File: src/rtl/stoch_pkg.sv
// Shared state encoding, default sizing and counter-width helper for the stochastic evaluation controller.
// The WARMUP state exists only when STOCH_EVAL_WARMUP_EN is defined.
package stoch_pkg;

    localparam int DEF_LEN_W         = 16;
    localparam int DEF_CLEAR_CYCLES  = 2;
    localparam int DEF_WARMUP_CYCLES = 8;

`ifdef STOCH_EVAL_WARMUP_EN
    typedef enum logic [2:0] {
        ST_IDLE   = 3'd0,
        ST_CLEAR  = 3'd1,
        ST_WARMUP = 3'd2,
        ST_RUN    = 3'd3,
        ST_DONE   = 3'd4
    } state_t;
`else
    typedef enum logic [2:0] {
        ST_IDLE   = 3'd0,
        ST_CLEAR  = 3'd1,
        ST_RUN    = 3'd3,
        ST_DONE   = 3'd4
    } state_t;
`endif

    // Phase counter must hold the largest of len-1, CLEAR_CYCLES-1 and WARMUP_CYCLES-1.
    function automatic int cnt_width(input int len_w, input int clr, input int wu);
        int w;
        w = len_w;
        if ($clog2(clr + 1) > w) w = $clog2(clr + 1);
        if ($clog2(wu + 1) > w)  w = $clog2(wu + 1);
        return w;
    endfunction

endpackage

File: src/rtl/stoch_eval_ctrl_if.sv
// Host/datapath signal bundle of the evaluation controller; master = host and stream side, slave = controller.
interface stoch_eval_ctrl_if #(
    parameter int LEN_W = 16
);
    logic             start;
    logic             abort;
    logic [LEN_W-1:0] len;
    logic             bit_in;
    logic             dp_nRST;
    logic             dp_en;
    logic             busy;
    logic             done;
    logic [LEN_W-1:0] count;
    logic             valid;

    modport master (
        output start, abort, len, bit_in,
        input  dp_nRST, dp_en, busy, done, count, valid
    );

    modport slave (
        input  start, abort, len, bit_in,
        output dp_nRST, dp_en, busy, done, count, valid
    );
endinterface

File: src/rtl/stoch_phase_cnt.sv
// Loadable down-counter shared by the CLEAR, WARMUP and RUN phases; zero flag is combinational from the count.
module stoch_phase_cnt #(
    parameter int W = 16
) (
    input  logic         CLK,
    input  logic         nRST,
    input  logic         load,
    input  logic [W-1:0] load_val,
    input  logic         dec,
    output logic         zero
);

    logic [W-1:0] cnt;

    always_ff @(posedge CLK) begin
        if (!nRST) begin
            cnt <= '0;
        end else if (load) begin
            cnt <= load_val;
        end else if (dec && (cnt != '0)) begin
            cnt <= cnt - 1'b1;
        end
    end

    assign zero = (cnt == '0);

endmodule

File: src/rtl/stoch_eval_ctrl.sv
// Runs one stochastic evaluation window: clears the datapath, optionally settles it (STOCH_EVAL_WARMUP_EN),
// then counts ones on bit_in for len cycles; all outputs are registered, abort wins over completion.
module stoch_eval_ctrl
    import stoch_pkg::*;
#(
    parameter int LEN_W         = DEF_LEN_W,
    parameter int CLEAR_CYCLES  = DEF_CLEAR_CYCLES,
    parameter int WARMUP_CYCLES = DEF_WARMUP_CYCLES
) (
    input  logic               CLK,
    input  logic               nRST,
    stoch_eval_ctrl_if.slave   bus
);

    localparam int CNT_W = cnt_width(LEN_W, CLEAR_CYCLES, WARMUP_CYCLES);

    state_t             state;
    logic [LEN_W-1:0]   len_q;
    logic [LEN_W-1:0]   acc;
    logic [LEN_W-1:0]   count_q;
    logic               valid_q;
    logic               done_q;
    logic               busy_q;
    logic               dp_en_q;
    logic               dp_nRST_q;

    logic               cnt_load;
    logic               cnt_dec;
    logic               cnt_zero;
    logic [CNT_W-1:0]   cnt_val;

    stoch_phase_cnt #(.W(CNT_W)) u_phase_cnt (
        .CLK      (CLK),
        .nRST     (nRST),
        .load     (cnt_load),
        .load_val (cnt_val),
        .dec      (cnt_dec),
        .zero     (cnt_zero)
    );

    // Each phase loads its length minus one, so zero marks the phase's last cycle.
    always_comb begin
        cnt_load = 1'b0;
        cnt_dec  = 1'b0;
        cnt_val  = '0;
        case (state)
            ST_IDLE: begin
                if (bus.start) begin
                    cnt_load = 1'b1;
                    cnt_val  = CNT_W'(CLEAR_CYCLES - 1);
                end
            end
            ST_CLEAR: begin
                if (cnt_zero) begin
                    cnt_load = 1'b1;
`ifdef STOCH_EVAL_WARMUP_EN
                    cnt_val  = CNT_W'(WARMUP_CYCLES - 1);
`else
                    cnt_val  = CNT_W'(len_q - 1'b1);
`endif
                end else begin
                    cnt_dec = 1'b1;
                end
            end
`ifdef STOCH_EVAL_WARMUP_EN
            ST_WARMUP: begin
                if (cnt_zero) begin
                    cnt_load = 1'b1;
                    cnt_val  = CNT_W'(len_q - 1'b1);
                end else begin
                    cnt_dec = 1'b1;
                end
            end
`endif
            ST_RUN:  cnt_dec = 1'b1;
            default: ;
        endcase
    end

    always_ff @(posedge CLK) begin
        if (!nRST) begin
            state     <= ST_IDLE;
            len_q     <= '0;
            acc       <= '0;
            count_q   <= '0;
            valid_q   <= 1'b0;
            done_q    <= 1'b0;
            busy_q    <= 1'b0;
            dp_en_q   <= 1'b0;
            dp_nRST_q <= 1'b0;
        end else begin
            done_q    <= 1'b0;
            dp_nRST_q <= 1'b1;
            case (state)
                ST_IDLE: begin
                    busy_q  <= 1'b0;
                    dp_en_q <= 1'b0;
                    if (bus.start) begin
                        state     <= ST_CLEAR;
                        len_q     <= bus.len;
                        acc       <= '0;
                        valid_q   <= 1'b0;
                        busy_q    <= 1'b1;
                        dp_nRST_q <= 1'b0;
                    end
                end
                ST_CLEAR: begin
                    if (bus.abort) begin
                        state   <= ST_IDLE;
                        busy_q  <= 1'b0;
                        dp_en_q <= 1'b0;
                        valid_q <= 1'b0;
                    end else if (!cnt_zero) begin
                        dp_nRST_q <= 1'b0;
                    end else if (len_q == '0) begin
                        state   <= ST_DONE;
                        busy_q  <= 1'b0;
                        done_q  <= 1'b1;
                        count_q <= '0;
                        valid_q <= 1'b1;
                    end else begin
`ifdef STOCH_EVAL_WARMUP_EN
                        state   <= ST_WARMUP;
`else
                        state   <= ST_RUN;
`endif
                        dp_en_q <= 1'b1;
                    end
                end
`ifdef STOCH_EVAL_WARMUP_EN
                ST_WARMUP: begin
                    if (bus.abort) begin
                        state   <= ST_IDLE;
                        busy_q  <= 1'b0;
                        dp_en_q <= 1'b0;
                        valid_q <= 1'b0;
                    end else if (cnt_zero) begin
                        state <= ST_RUN;
                    end
                end
`endif
                ST_RUN: begin
                    acc <= acc + LEN_W'(bus.bit_in);
                    if (bus.abort) begin
                        state   <= ST_IDLE;
                        busy_q  <= 1'b0;
                        dp_en_q <= 1'b0;
                        valid_q <= 1'b0;
                    end else if (cnt_zero) begin
                        state   <= ST_DONE;
                        busy_q  <= 1'b0;
                        dp_en_q <= 1'b0;
                        done_q  <= 1'b1;
                        count_q <= acc + LEN_W'(bus.bit_in);
                        valid_q <= 1'b1;
                    end
                end
                ST_DONE: state <= ST_IDLE;
                default: state <= ST_IDLE;
            endcase
        end
    end

    assign bus.dp_nRST = dp_nRST_q;
    assign bus.dp_en   = dp_en_q;
    assign bus.busy    = busy_q;
    assign bus.done    = done_q;
    assign bus.count   = count_q;
    assign bus.valid   = valid_q;

endmodule
File: src/flat_wrapper.sv
// flat-port wrapper written by rule: the top's interface ports become plain ports
module stoch_eval_ctrl_flat import stoch_pkg::*;
#(
    parameter int LEN_W         = DEF_LEN_W,
    parameter int CLEAR_CYCLES  = DEF_CLEAR_CYCLES,
    parameter int WARMUP_CYCLES = DEF_WARMUP_CYCLES
)
  (CLK, nRST, bus_start, bus_abort, bus_len, bus_bit_in, bus_dp_nRST, bus_dp_en, bus_busy, bus_done, bus_count, bus_valid);
  stoch_eval_ctrl_if #(.LEN_W(LEN_W)) bus_i ();
  input  logic CLK;
  input  logic nRST;
  input wire logic [$bits(bus_i.start)-1:0] bus_start;
  input wire logic [$bits(bus_i.abort)-1:0] bus_abort;
  input wire logic [$bits(bus_i.len)-1:0] bus_len;
  input wire logic [$bits(bus_i.bit_in)-1:0] bus_bit_in;
  output wire logic [$bits(bus_i.dp_nRST)-1:0] bus_dp_nRST;
  output wire logic [$bits(bus_i.dp_en)-1:0] bus_dp_en;
  output wire logic [$bits(bus_i.busy)-1:0] bus_busy;
  output wire logic [$bits(bus_i.done)-1:0] bus_done;
  output wire logic [$bits(bus_i.count)-1:0] bus_count;
  output wire logic [$bits(bus_i.valid)-1:0] bus_valid;
  assign bus_i.start = bus_start;
  assign bus_i.abort = bus_abort;
  assign bus_i.len = bus_len;
  assign bus_i.bit_in = bus_bit_in;
  assign bus_dp_nRST = bus_i.dp_nRST;
  assign bus_dp_en = bus_i.dp_en;
  assign bus_busy = bus_i.busy;
  assign bus_done = bus_i.done;
  assign bus_count = bus_i.count;
  assign bus_valid = bus_i.valid;
  stoch_eval_ctrl #(.LEN_W(LEN_W), .CLEAR_CYCLES(CLEAR_CYCLES), .WARMUP_CYCLES(WARMUP_CYCLES)) u_core (.CLK(CLK), .nRST(nRST), .bus(bus_i));
endmodule
File: config.mk
export PLATFORM = sky130hd
export DESIGN_NAME = stoch_eval_ctrl_flat
export DESIGN_NICKNAME = d
export VERILOG_FILES = /design/src/rtl/stoch_pkg.sv /design/src/rtl/stoch_eval_ctrl_if.sv /design/src/rtl/stoch_phase_cnt.sv /design/src/rtl/stoch_eval_ctrl.sv /design/src/flat_wrapper.sv
export SDC_FILE = /design/constraint.sdc
export NUM_CORES = 1
export LEC_CHECK = 0
export CORE_MARGIN = 2
export CORE_UTILIZATION = 40
export DETAILED_ROUTE_END_ITERATION = 10
export PLACE_DENSITY = 0.72
export SYNTH_ARGS = -nofsm -noshare
export SYNTH_HDL_FRONTEND = slang
export SYNTH_HIERARCHICAL = 1
export SYNTH_SLANG_ARGS = --single-unit
File: constraint.sdc
create_clock -name CLK -period 3.4 [get_ports CLK]
set_input_delay 0.51 -clock CLK [delete_from_list [all_inputs] [get_ports CLK]]
set_output_delay 0.51 -clock CLK [all_outputs]
set_load 0.05 [all_outputs]
==> impl_metrics.py <==
metrics = {
    "status": {
        "status": "finished, final reports clean",
    },
    "clocking": {
        "cts_buffers": 9,
        "cts_tree": "done",
        "post_cts_buffers": 0,
        "clkLatencyLatePin_ns": 0.35,
        "clk_pin_slew_worst_paths_ns": 0.08,
        "cts_buffer_depth": 2,
        "htreeDepth": 3,
        "clk_root_buffer_cell": "clkbuf_8",
        "cts_resized": 0,
        "cts_hold_buffers": 0,
        "cts_sinks": 72,
    },
    "min_path": {
        "holdPathStages": 2,
        "hold_class": "reg -> reg",
    },
    "global_route": {
        "grt_pass1_wl_um": 16580,
        "grt_pass1_vias": 3468,
        "grt_antenna_before_repair": 0,
        "grt_max_degree": 40,
        "grt-ovfl-total": 0,
        "grtUsageTotal": 0.1987,
    },
    "sta": {
        "finalHoldViolations": 0,
        "fmax_mhz": 346.4,
        "fin_skew_ns": 0.01308,
        "relSlewSlack": 0.4407,
        "worst_pin_slew_ns": 0.8314,
        "period_minus_slack_ns": 2.887,
        "fin_tns_setup_ns": 0,
        "setup_viol": 0,
        "final.period_utilization": 0.8491,
        "finalMaxSlewViolations": 0,
        "rsz0062_at_grt": "no",
    },
    "detailed_routing": {
        "drt-pass1-iter-count": 5,
        "antenna_left": 0,
        "drt_iter0_markers": 231,
        "vias": 3555,
        "wl_per_cell_um": 15.08,
        "wirelength_um": 9895,
        "drc_errors": 0,
        "vias_per_cell": 5.419,
    },
    "cells_and_area": {
        "nets": 544,
        "final_common_cell": "dfxtp_1",
        "n_antenna_cell": 0,
        "final_layout_size_suffix_gt1_frac": 0.08413,
        "most-common-layout-cells": "72 x dfxtp_1, 62 x nand2_1, 45 x nor2_1",
        "fill_cells": 949,
        "design_area_mm2": 0.004656,
        "syn_to_final_growth_pct": 19.15,
        "final_cells": 656,
    },
    "floorplanning": {
        "fp-row-count": 36,
        "die_h_um": 102.8,
        "die_w_um": 102.8,
        "io-pin-count": 42,
        "start_util": 0.4054,
        "dieArea_mm2": 0.01058,
        "core_area_mm2": 0.009639,
    },
    "synth": {
        "synth_nets": 512,
        "synthTopCellsByArea": "dfxtp_1 37%, nand2_1 6.0%, a21oi_1 5.3%",
        "netlist-cell-type-count": 67,
        "syn_inst": 486,
        "yosysTopAreaCellShare": 0.3689,
        "yosys_warnings": 6,
        "seq_area_frac_synth": 0.3689,
        "ys_async_sr_fraction": 0,
        "synth_area_mm2": 0.003907,
        "syn_area_per_cell_um2": 8.040,
        "yosys_most_used_dff": "dfxtp_1",
        "synth-seq-cells": 72,
        "synth_largest_area_cell": "dfxtp_1",
        "synth-edff-count": 0,
    },
    "placement": {
        "place.gp.congestion": 0.8592,
        "portBuffers": 41,
        "hpwl_um": 7157,
        "place_area_mm2": 0.004410,
        "place_inst": 640,
    },
    "worst_setup_path": {
        "required_ns": 3.60,
        "arrival_ns": 3.09,
        "crit_path_start_kind": "register",
        "critPathCaptureType": "register",
        "worstSetupPathType": "reg -> reg",
        "cp_max_fo": 9,
        "r2r.worst_path.cells": 10,
    },
    "pwr": {
        "p_total_mw": 2.264,
        "power.density_mw_per_mm2": 486.3,
        "ir_drop_mv": 0.2458,
        "p_leak_nw": 1.664,
    },
    "flow_run": {
        "maxCapViolCount": 0,
    },
}
-- routing by layer --
| metal | routed length (um) | vias up | GRT usage | share of wire |
|---|---|---|---|---|
| met5 | 0 | - | 0 | 0 |
| met2 | 4976 | 62 | 0.3484 | 0.50 |
| li1 | - | 1799 | - | - |
| met3 | 374 | 15 | 0.03932 | 0.038 |
| met4 | 187 | 0 | 0.07186 | 0.019 |
| met1 | 4356 | 1679 | 0.2422 | 0.44 |
-- registers in the layout (all words and copies together), names as in the netlist --
signal / flops
u_core/bus.dp_nRST: 1
u_core/state: 3
u_core/bus.busy: 1
u_core/u_phase_cnt/cnt: 16
u_core/bus.done: 1
u_core/bus.valid: 1
u_core/bus.count: 16
u_core/bus.dp_en: 1
u_core/len_q: 16
u_core/acc: 16
-- cells in the mapped netlist, types with 4 or more instances --
library cell and instances:
nor2_1 45, dfxtp_1 72, nor4_1 9, buf_2 5, a22o_1 5, nand3b_1 5, o21a_1 4, o211ai_1 6
xor2_1 13, nor2b_1 4, inv_1 10, ha_1 5, nor3_1 20, and3_1 5, nand4_1 8, a31oi_1 4
xnor2_1 21, mux2i_1 4, o31ai_1 4, nand2_1 62, clkbuf_1 20, a21oi_1 41, o21ai_0 34, or3_1 5
nand3_1 17
-- through the flow --
| step | worst slack (ns) | utilization | hold slack, ns |
|---|---|---|---|
| 2_1_floorplan | 0.5512 | - | 0.4609 |
| 3_3_place_gp | 0.6273 | 0.4576 | 0.4504 |
| 3_5_place_dp | 0.5839 | 0.4576 | 0.4678 |
| 4_1_cts | 0.5595 | 0.4830 | 0.4773 |
| 5_1_grt | 0.3598 | 0.4830 | 0.5154 |
| 6_report | 0.5132 | 0.4830 | 0.4688 |
-- worst max-delay path: stages (launching register included) --
cell and delay [ns]:
dfxtp_1 0.37, inv_1 0.06, ha_1 0.25, nor3b_1 0.16, and4bb_1 0.34, nor2b_1 0.20, nor2_1 0.37, nand3_1 0.29
nor4_1 0.43, xnor2_1 0.19, a21oi_1 0.09
-- layout make-up --
class	count	area [um2]	area share
clock buffers	11	141.4	0.03037
clock inverters	5	103.9	0.02231
inverters	11	41.29	0.008869
multi-input cells	372	2268	0.4872
flip-flops and latches	72	1441	0.3096
well taps	133	166.4	0.03574
repair buffers	52	493.0	0.1059
-- report_power, final --
part / switching (mW) / leakage (nW) / total, mW / internal, mW
Clock: 0.330 / 0.124 / 0.838 / 0.508
Sequential: 0.0624 / 0.586 / 0.954 / 0.891
Combinational: 0.275 / 0.954 / 0.473 / 0.197
-- logic make-up (layout without fill, tap and decap cells) --
kind of cell | Yosys count | in the layout | synth area share
AO/OA/AOI/OAI | 121 | 121 | 0.1940
XOR/XNOR | 34 | 34 | 0.07621
adder cells (fa/ha/maj) | 5 | 5 | 0.01601
buffers and inverters | 42 | 79 | 0.05219
flip-flops | 72 | 72 | 0.3689
multiplexers | 4 | 4 | 0.01025
AND/OR/NAND/NOR | 208 | 208 | 0.2824
-- worst paths after layout --
kind / end / slack [ns] / start
setup / recovery: u_core/u_phase_cnt/cnt[13] / 0.51 / u_core/u_phase_cnt/cnt[0]
hold / removal: u_core/bus.count[5] / 0.47 / u_core/bus.count[5]
setup reg to reg: u_core/u_phase_cnt/cnt[13] / 0.51 / u_core/u_phase_cnt/cnt[0]
hold reg to reg: u_core/bus.count[5] / 0.47 / u_core/bus.count[5]
(Power assumes the default switching activity.)
==> patch (same flow settings) <==
Build with the macro `STOCH_EVAL_WARMUP_EN` defined.
--- a/src/rtl/stoch_pkg.sv
+++ b/src/rtl/stoch_pkg.sv
@@ -1,5 +1,7 @@
 // Shared state encoding, default sizing and counter-width helper for the stochastic evaluation controller.
 // The WARMUP state exists only when STOCH_EVAL_WARMUP_EN is defined.
+`define STOCH_EVAL_WARMUP_EN
+
 package stoch_pkg;
 
     localparam int DEF_LEN_W         = 16;
Check against the original RTL: not equivalent (Yosys sat finds a counterexample within 10 cycles, from zero or initial values and one cycle with nRST low).
==> patch against the unedited design <==
Synthesized cell count rose by 1.6%; cell area shrank 0.13%; first-iteration DRC count fell by 23%; synthesized area up 1.1%; wire length down 6.8%; combinational power decreased by 21%; total power decreased by 8.0%; setup slack better by 23 ps; sequential cell count stayed put; global-route usage shrank 2.0 points; critical path depth rose by 3; largest cell class unchanged.
==> patch: results (changes against the unedited design) <==
stage,metric,value,unit,change
yosys,warnings from Yosys,6,,unchanged
min_path,Min-Delay Path Class,flop to flop,,
detailed_routing,DR vias,3585,,+0.84%
detailed_routing,routed length on met3,322,um,-14%
cts,"Setup Fix Bufs, Post-CTS",0,,unchanged
yosys,syn nets,520,,+1.6%
yosys,sequential cell area fraction in the yosys report,0.365,,-0.00386
finish,ant diodes,0,,unchanged
timing,Worst-Margin Slew,950,ps,+119 ps
power,Lkg Pwr,1.61,nW,-3.0%
placement,placed inst area,4420,um^2,+0.17%
global_route,total global-route track usage,0.179,,-0.0202
placement,input/output buffers,41,,unchanged
finish,final net count,547,,+0.55%
yosys,"Async S/R FF share, synth",0,,unchanged
timing,Worst Skew,8.81,ps,-4.27 ps
global_route,first-pass GRT wire length,15200,um,-8.3%
placement,Placer Congestion,0.861,,+0.19%
global_route,vias in the first global route,3394,,-2.1%
placement,Inst Count DP,643,,+0.47%
setup_path,critical path data arrival time,3060,ps,-30 ps
yosys,Mean Syn Cell Area,7.99,um^2,-0.58%
detailed_routing,Final ANT Viol Nets,0,,unchanged
yosys,commonest cells in the netlist,"dfxtp_1, nand2_1, nor2_1",,
power,internal power,1.50,mW,-5.9%
yosys,main area contributors after synthesis,"dfxtp_1, nand2_1, a21boi_0",,
finish,# fillers,910,,-4.1%
yosys,Synth cell types,57,,-15%
detailed_routing,Routed WL,9230,um,-6.8%
detailed_routing,M1 WL,4120,um,-5.5%
detailed_routing,First DRT Iteration DRCs,178,,-23%
finish,final non-filler cell total,659,,+0.46%
status,status,"complete, no violations",,
placement,pre-CTS setup slack,557,ps,-26.4 ps
power,Peak VDD IR,0.000240,V,-2.2%
setup_path,CP max-delay cell,a21oi_1,,
global_route,largest net degree at the start of global routing,38,,-5.0%
detailed_routing,drt pass-1 iters,4,,-1
setup_path,Worst R2R Path Depth,13,,+3
finish,share of cells above drive strength 1,0.0703,,-0.0138
detailed_routing,routed wire length on met2,4670,um,-6.1%
setup_path,Crit Path Max Fanout,19,,+10
placement,Post-DP HPWL,6610,um,-7.6%
patch: power groups by stage:
stage	clock (mW)	combinational [mW]	sequential (mW)
final	0.774	0.375	0.934
after detailed placement	0	0.373	0.953
after CTS	0.793	0.375	0.933
after global routing	0.831	0.415	0.941
after floorplan	0	0.280	0.949
after global placement	0	0.364	0.950
patch: stage by stage:
stage	hold WS (ps)	util
floorplan	443	-
global placement	447	0.456
detailed placement	451	0.456
CTS	469	0.480
global route	493	0.480
finish	468	0.480
patch: area by class of cell:
cell class                      instances  area share
Timing Repair Buffer                   47      0.0969
Tap cell                              133      0.0358
Clock buffer                           12      0.0334
Inverter                               12     0.00969
Multi-Input combinational cell        379       0.498
Sequential cell                        72       0.310
Clock inverter                          4      0.0164
patch: worst register-to-register path: cells and delay by family, from the launching register on:
family	cells	cell delay, ps
and+or+nand+nor	5	950
AOI/OAI and AO/OA	3	580
DFF	1	370
buffers and inverters	3	360
adders and majority gates	1	240
muxes	1	210
patch: path summary, 6_finish.rpt:
kind	startpoint	to	slack [ps]
hold / removal	u_core/bus.count[14]	u_core/bus.count[14]	470
setup reg to reg	u_core/u_phase_cnt/cnt[0]	u_core/u_phase_cnt/cnt[14]	540
hold reg to reg	u_core/bus.count[14]	u_core/bus.count[14]	470
setup / recovery	u_core/u_phase_cnt/cnt[0]	u_core/u_phase_cnt/cnt[14]	540
patch: per-layer routing:
layer / track usage / vias to the layer above
met4: 0.0769 / 0
met3: 0.0363 / 10
met1: 0.215 / 1723
met5: 0 / -
met2: 0.308 / 59
li1: - / 1793
patch: cell families after synthesis:
kind of cell / after synthesis / share of synthesized area
AOI/OAI and AO/OA: 124 / 0.203
xor gates and xnor gates: 34 / 0.0754
adders and majority gates: 5 / 0.0158
buffers and inverters: 43 / 0.0488
DFF: 72 / 0.365
muxes: 4 / 0.0101
and+or+nand+nor: 212 / 0.281
